==> src/rtl/multicycle_ctrl.sv <==
// Multicycle MIPS main control FSM.
// One state per clock; memory states stall on mem_ready.
module multicycle_ctrl (
  input  logic       clk,
  input  logic       reset,
  input  logic [5:0] op,
  input  logic       mem_ready,
  output logic       PcWrite,
  output logic       PcWriteCond,
  output logic [1:0] PcSource,
  output logic       IorD,
  output logic       MemRead,
  output logic       MemWrite,
  output logic       IRWrite,
  output logic       MemtoReg,
  output logic       RegDst,
  output logic       RegWrite,
  output logic       ALUSrcA,
  output logic [1:0] ALUSrcB,
  output logic [1:0] ALUOp,
  output logic       illegal_op,
  output logic [3:0] state
);

  localparam logic [5:0] OP_R    = 6'b000000;
  localparam logic [5:0] OP_LW   = 6'b100011;
  localparam logic [5:0] OP_SW   = 6'b101011;
  localparam logic [5:0] OP_BEQ  = 6'b000100;
  localparam logic [5:0] OP_J    = 6'b000010;
  localparam logic [5:0] OP_ADDI = 6'b001000;

  typedef enum logic [3:0] {
    S_FETCH  = 4'd0,
    S_DECODE = 4'd1,
    S_MEMADR = 4'd2,
    S_MEMRD  = 4'd3,
    S_MEMWB  = 4'd4,
    S_MEMWR  = 4'd5,
    S_EXEC   = 4'd6,
    S_ALUWB  = 4'd7,
    S_BRANCH = 4'd8,
    S_JUMP   = 4'd9,
    S_ADDIEX = 4'd10,
    S_ADDIWB = 4'd11,
    S_IDLE   = 4'd15
  } state_t;

  state_t     cur;
  state_t     nxt;
  logic [5:0] op_q;

  always_ff @(posedge clk or negedge reset) begin
    if (!reset) begin
      cur  <= S_IDLE;
      op_q <= '0;
    end else begin
      cur <= nxt;
      if (cur == S_DECODE)
        op_q <= op;
    end
  end

  assign state = cur;

  always_comb begin
    nxt         = S_FETCH;
    PcWrite     = 1'b0;
    PcWriteCond = 1'b0;
    PcSource    = 2'b00;
    IorD        = 1'b0;
    MemRead     = 1'b0;
    MemWrite    = 1'b0;
    IRWrite     = 1'b0;
    MemtoReg    = 1'b0;
    RegDst      = 1'b0;
    RegWrite    = 1'b0;
    ALUSrcA     = 1'b0;
    ALUSrcB     = 2'b00;
    ALUOp       = 2'b00;
    illegal_op  = 1'b0;
    case (cur)
      S_IDLE: nxt = S_FETCH;
      S_FETCH: begin
        MemRead = 1'b1;
        ALUSrcB = 2'b01;
        IRWrite = mem_ready;
        PcWrite = mem_ready;
        nxt     = mem_ready ? S_DECODE : S_FETCH;
      end
      S_DECODE: begin
        ALUSrcB = 2'b11;
        case (op)
          OP_LW,
          OP_SW:   nxt = S_MEMADR;
          OP_R:    nxt = S_EXEC;
          OP_BEQ:  nxt = S_BRANCH;
          OP_J:    nxt = S_JUMP;
          OP_ADDI: nxt = S_ADDIEX;
          default: begin
            illegal_op = 1'b1;
            nxt        = S_FETCH;
          end
        endcase
      end
      S_MEMADR: begin
        ALUSrcA = 1'b1;
        ALUSrcB = 2'b10;
        nxt     = (op_q == OP_LW) ? S_MEMRD : S_MEMWR;
      end
      S_MEMRD: begin
        MemRead = 1'b1;
        IorD    = 1'b1;
        nxt     = mem_ready ? S_MEMWB : S_MEMRD;
      end
      S_MEMWB: begin
        RegWrite = 1'b1;
        MemtoReg = 1'b1;
      end
      S_MEMWR: begin
        MemWrite = 1'b1;
        IorD     = 1'b1;
        nxt      = mem_ready ? S_FETCH : S_MEMWR;
      end
      S_EXEC: begin
        ALUSrcA = 1'b1;
        ALUOp   = 2'b10;
        nxt     = S_ALUWB;
      end
      S_ALUWB: begin
        RegWrite = 1'b1;
        RegDst   = 1'b1;
      end
      S_BRANCH: begin
        ALUSrcA     = 1'b1;
        ALUOp       = 2'b01;
        PcWriteCond = 1'b1;
        PcSource    = 2'b01;
      end
      S_JUMP: begin
        PcWrite  = 1'b1;
        PcSource = 2'b10;
      end
      S_ADDIEX: begin
        ALUSrcA = 1'b1;
        ALUSrcB = 2'b10;
        nxt     = S_ADDIWB;
      end
      S_ADDIWB: RegWrite = 1'b1;
      default: nxt = S_FETCH;
    endcase
  end

endmodule

==> config.mk <==
export PLATFORM = sky130hd
export DESIGN_NAME = multicycle_ctrl
export DESIGN_NICKNAME = d
export VERILOG_FILES = /design/src/rtl/multicycle_ctrl.sv
export SDC_FILE = /design/constraint.sdc
export NUM_CORES = 1
export LEC_CHECK = 0
export CAP_MARGIN = 40
export CORE_ASPECT_RATIO = 1.2
export CORE_MARGIN = 10
export CORE_UTILIZATION = 38
export DETAILED_ROUTE_END_ITERATION = 12
export PLACE_DENSITY = 0.82
export SYNTH_ARGS = -nofsm -noshare
export SYNTH_HDL_FRONTEND = slang
export SYNTH_SLANG_ARGS = --single-unit
==> constraint.sdc <==
create_clock -name clk -period 1.5 [get_ports clk]
set_input_delay 0.15 -clock clk [delete_from_list [all_inputs] [get_ports clk]]
set_output_delay 0.15 -clock clk [all_outputs]
set_load 0.02 [all_outputs]
==> metrics.md, run 1 <==
| Metric | Value |
|---|---|
| Status | `stopped before the end` |
| Stopping stage | `5_1_grt` |
| First error | `[ERROR DPL-0033] detailed placement checks failed during check placement.` |
| Synth Register Bits | `10` |
| Synth warn | `0` |
| Mapped cell area | `approximately 770 um2` |
| CTS root buffer | `clkbuf_4` |
| Cell Rows | `17` |
| Post-synth EDFFs | `0` |
| Synth unique cells | `39` |
| Hold Buf Count CTS | `0` |
| Placer Congestion | `slightly below 0.9` |
| PortBufs | `29` |
| Post-synth ARST share | `100%` |
| H-tree depth | `1` |
| Mapped Cells | `89` |
| Final HPWL DP | `2220 um` |
| Die Y | `a little under 70 um` |
| Die width | `slightly above 60 um` |
| I/O pin total | `30` |
| Syn nets | `98` |
| # clock sinks | `10` |
| Clock buffer depth | `2` |
| Pin count of the biggest net entering global routing | `11` |
| Top_reg_cell synth | `dfrtp_1` |
| Avg Cell Area, Syn | `8.63 um2` |
| CTS buffer count | `3` |
| Register area share after synthesis | `approximately 33%` |
| Initial antenna violation count | `0` |
| Worst endpoint type | `top-level output` |
| Starting Density | `between 40% and 50%` |
| Post-GRT worst EP | `illegal_op` |
==> cells by family after synthesis <==
| logic type | Yosys count | synth area share (%) |
|---|---|---|
| AOI/OAI and AO/OA | 16 | 13.5 |
| buffers and inverters | 9 | 5.54 |
| xor gates and xnor gates | 3 | 3.42 |
| DFF | 10 | 33.2 |
| and+or+nand+nor | 44 | 34.2 |
| muxes | 7 | 10.1 |
==> per-stage QoR <==
| stage | cell area [um2] | setup slack (ps) | std cells |
|---|---|---|---|
| after floorplan | 840 | -170 | 89 |
| after global placement | 1360 | -363 | 164 |
| after detailed placement | 1360 | -380 | 164 |
| after CTS | 1680 | -146 | 179 |
==> cell usage after synthesis, types with 2 or more instances <==
cell type | n | area [um2]
a21oi_1 | 3 | 15.0
and3_1 | 3 | 18.8
buf_2 | 4 | 20.0
clkbuf_1 | 2 | 7.51
dfrtp_1 | 6 | 150
dfstp_2 | 4 | 105
inv_1 | 2 | 7.51
mux2_1 | 2 | 22.5
mux2_2 | 4 | 45.0
nand2_1 | 7 | 26.3
nand2b_1 | 3 | 18.8
nor2_1 | 9 | 33.8
nor2b_1 | 3 | 18.8
nor3_1 | 6 | 30.0
o21ai_0 | 5 | 25.0
o221ai_1 | 2 | 17.5
xor2_1 | 2 | 17.5
==> timing repair <==
item / in CTS
gates resized for setup: 161
setup endpoints to repair: 27
setup buffers: 11
pin swaps: 13
==> run 2: changes to the inputs <==
CORE_AREA = 10 10 71 73   (was not set)
CORE_ASPECT_RATIO = not set   (was 1.2)
CORE_MARGIN = not set   (was 10)
CORE_UTILIZATION = not set   (was 38)
DIE_AREA = 0 0 81 83   (was not set)
PLACE_DENSITY = not set   (was 0.82)
PLACE_DENSITY_LB_ADDON = 0.15   (was not set)
clock period = 1.95 ns   (was 1.5 ns; I/O delays follow)
==> run 2 against run 1 <==
Net effect:
- the run now ends clean
- area after synthesis is the same
- synthesized cell count unchanged
==> metrics.md, run 2 <==
| Metric | Value |
|---|---|
| Worst IR Drop VDD | `a little under 0.3 mV` |
| RSZ-0062 raised after global routing | `false` |
| Synth Register Bits | `10 (unchanged)` |
| CTS tree | `built` |
| Antenna Cells | `0` |
| # DRC | `0` |
| Crit path time final | `~1900 ps` |
| Setup violators final | `0` |
| Post-synth top cells | `nor2_1 (9), nand2_1 (7), dfrtp_1 (6), nor3_1 (6), o21ai_0 (5)` |
| Cell Rows | `22 (+5)` |
| Die Y | `83 um (+20%)` |
| Critical Path Max Stage Delay | `slightly above 700 ps` |
| Non-Filler Instances | `roughly 180` |
| Global-route wire length before repair | `3970 um` |
| Clock transition at path regs | `50 ps` |
| Final Hold Viols | `0` |
| Crit path arrival time | `between 1500 and 2000 ps` |
| Leading cell types in the layout, fill and taps excluded | `buf_4 (19), dlygate4sd2_1 (15), clkdlybuf4s50_1 (12)` |
| Post-layout nets | `144` |
| Vias in the first global route | `between 800 and 900` |
| Actual slew at the worst max-slew pin | `473 ps` |
| CP endpoint kind | `output pin` |
| Total negative slack | `0 ps` |
| # clock sinks | `10 (unchanged)` |
| Layout cell share with drive strength beyond 1 | `between 20% and 30%` |
| DRT iter0 DRCs | `14` |
| Hold Crit Class | `primary input to asynchronous set/reset pin` |
| Pin count of the biggest net entering global routing | `17` |
| Crit path cell chain | `buf_4 -> clkdlybuf4s50_1` |
| Clock Skew | `approximately 0.77 ps` |
| CTS root buffer | `clkbuf_8` |
| Avg Cell Area, Syn | `8.63 um2 (unchanged)` |
| H-tree depth | `1 (unchanged)` |
| Synth warn | `0 (unchanged)` |
| Slew margin rel. | `68.4%` |
| CP Launch Type | `flip-flop` |
| CTS buffer count | `3 (unchanged)` |
| Max reg flops | `6` |
| Most flops, register | `op_q` |
| I/O pin total | `30 (unchanged)` |
| Congestion Overflow GR | `0` |
| Drt via density | `around 4.6` |
| Worst-Skew Late Latency | `~230 ps` |
| F_max | `528 MHz` |
| Placer Congestion | `0.767 (-12%)` |
| PortBufs | `29 (unchanged)` |
| Lkg Pwr | `roughly 0.6 nW` |
| Mapped cell area | `768 um2 (unchanged)` |
| Hold Buf Count CTS | `0 (unchanged)` |
| Fin. max-slew vios | `0` |
| GRT Util Overall | `6.89%` |
| Post-synth EDFFs | `0 (unchanged)` |
| Core Box Area | `~3600 um2` |
| Clock buffer depth | `2 (unchanged)` |
| Max Fanout on Critical Path | `16` |
| DIE AREA | `roughly 6700 um2` |
| Most common cell after layout, fill and taps aside | `buf_4` |
| Area delta synth->final | `65.8%` |
| Tcrit/Tclk final | `a little over nine tenths` |
| TritonRoute pass-1 iters | `4` |
| Detailed-route via count | `approximately 840` |
| Initial antenna violation count | `0` |
| Drt wl/cell | `roughly 13 um` |
| CP max-delay cell | `dfstp_4` |
| WL final | `roughly 2400 um` |
| Dpl cells | `176 (+7.3%)` |
| Top_reg_cell synth | `dfrtp_1` |
| Starting Density | `21.1% (-20 points)` |
| Worst Path Required | `1750 ps` |
| Yosys top cell area share | `19.5% (unchanged)` |
| Die width | `81 um (+33%)` |
| Syn nets | `98 (unchanged)` |
| Synth unique cells | `39 (unchanged)` |
| Register area share after synthesis | `33.2% (unchanged)` |
| Final HPWL DP | `2020 um (-8.9%)` |
| Largest cells by area after synthesis | `dfrtp_1 (20%), dfstp_2 (14%), mux2_2 (5.9%), nor2_1 (4.4%), nor3_1 (3.9%)` |
| Status | `finished, final reports clean` |
| Remaining antenna violation count | `0` |
| Most frequent cell after synthesis | `nor2_1` |
| Pwr dens | `between 600 and 700 nW/um2` |
| Max-cap viol count | `0` |
| Post-synth ARST share | `100% (unchanged)` |
| Crit path kind | `flip-flop to output pin` |
| Largest area contributor in the netlist | `dfrtp_1` |
| Mapped Cells | `89 (unchanged)` |
-- run 2: final timing paths --
kind,start,slack [ps],cells after the start,endpoint
min in group clk,op_q[4],480,1,op_q[4]
min,reset,280,1,op_q[0]
max,state[1],60,2,state[1]
max in group asynchronous,reset,1320,1,state[3]
min reg2reg,op_q[4],480,1,op_q[4]
max reg2reg,state[2],240,5,state[2]
-- run 2: through the flow --
stage	power (mW)	cell area, um2	hold slack [ps]	worst slack [ps]	util (%)
detailed placement	0.592	1220	477	20.9	33.5
CTS	0.845	1270	302	27.1	35.0
global route	0.887	1270	326	13.4	35.1
global placement	0.590	1220	476	32.5	33.5
finish	0.835	1270	285	57.7	35.1
floorplan	0.446	773	-101	23.5	-
-- run 2: report_power, final --
part	leakage [nW]	switching (mW)	internal [mW]
Sequential	0.112	0.0320	0.255
Clock	0.0288	0.0846	0.178
Combinational	0.443	0.136	0.150
Total	0.585	0.252	0.583
-- run 2: cell type report --
type / count / area, um2
fillers: 393 / 2360
multi-input cells: 70 / 475
repair buffers: 48 / 417
flip-flops and latches: 10 / 259
well taps: 48 / 60.1
clock buffers: 4 / 55.1
inverters: 2 / 7.51
-- run 2: cell families (layout without fill, tap and decap cells) --
| logic type | Yosys count | after routing | synth area share (%) |
|---|---|---|---|
| and+or+nand+nor | 44 | 44 | 34.2 |
| AOI/OAI and AO/OA | 16 | 16 | 13.5 |
| xor gates and xnor gates | 3 | 3 | 3.42 |
| muxes | 7 | 7 | 10.1 |
| DFF | 10 | 10 | 33.2 |
| buffers and inverters | 9 | 54 | 5.54 |
-- run 2: timing repair --
action                                 4_1_cts  5_1_grt
buffers inserted                             2        0
endpoints found under the hold margin        0        0
setup endpoints to repair                   17        3
resized for setup                           17        3
gates cloned                                 0        0
-- run 2: per-layer routing --
| metal | track usage [%] | routed length, um | vias to the layer above |
|---|---|---|---|
| met3 | 2.91 | 281 | 2 |
| met2 | 10.2 | 978 | 28 |
| li1 | - | - | 414 |
| met1 | 8.80 | 1160 | 392 |
| met5 | 0 | 0 | - |
| met4 | 1.88 | 11 | 0 |
-- run 2: worst max-delay path, delay by kind of cell, from the launching register on --
kind | cells | cell delay (ps)
buffers and inverters | 2 | 750
DFF | 1 | 720
No activity file was read; power rests on OpenSTA's default activity.
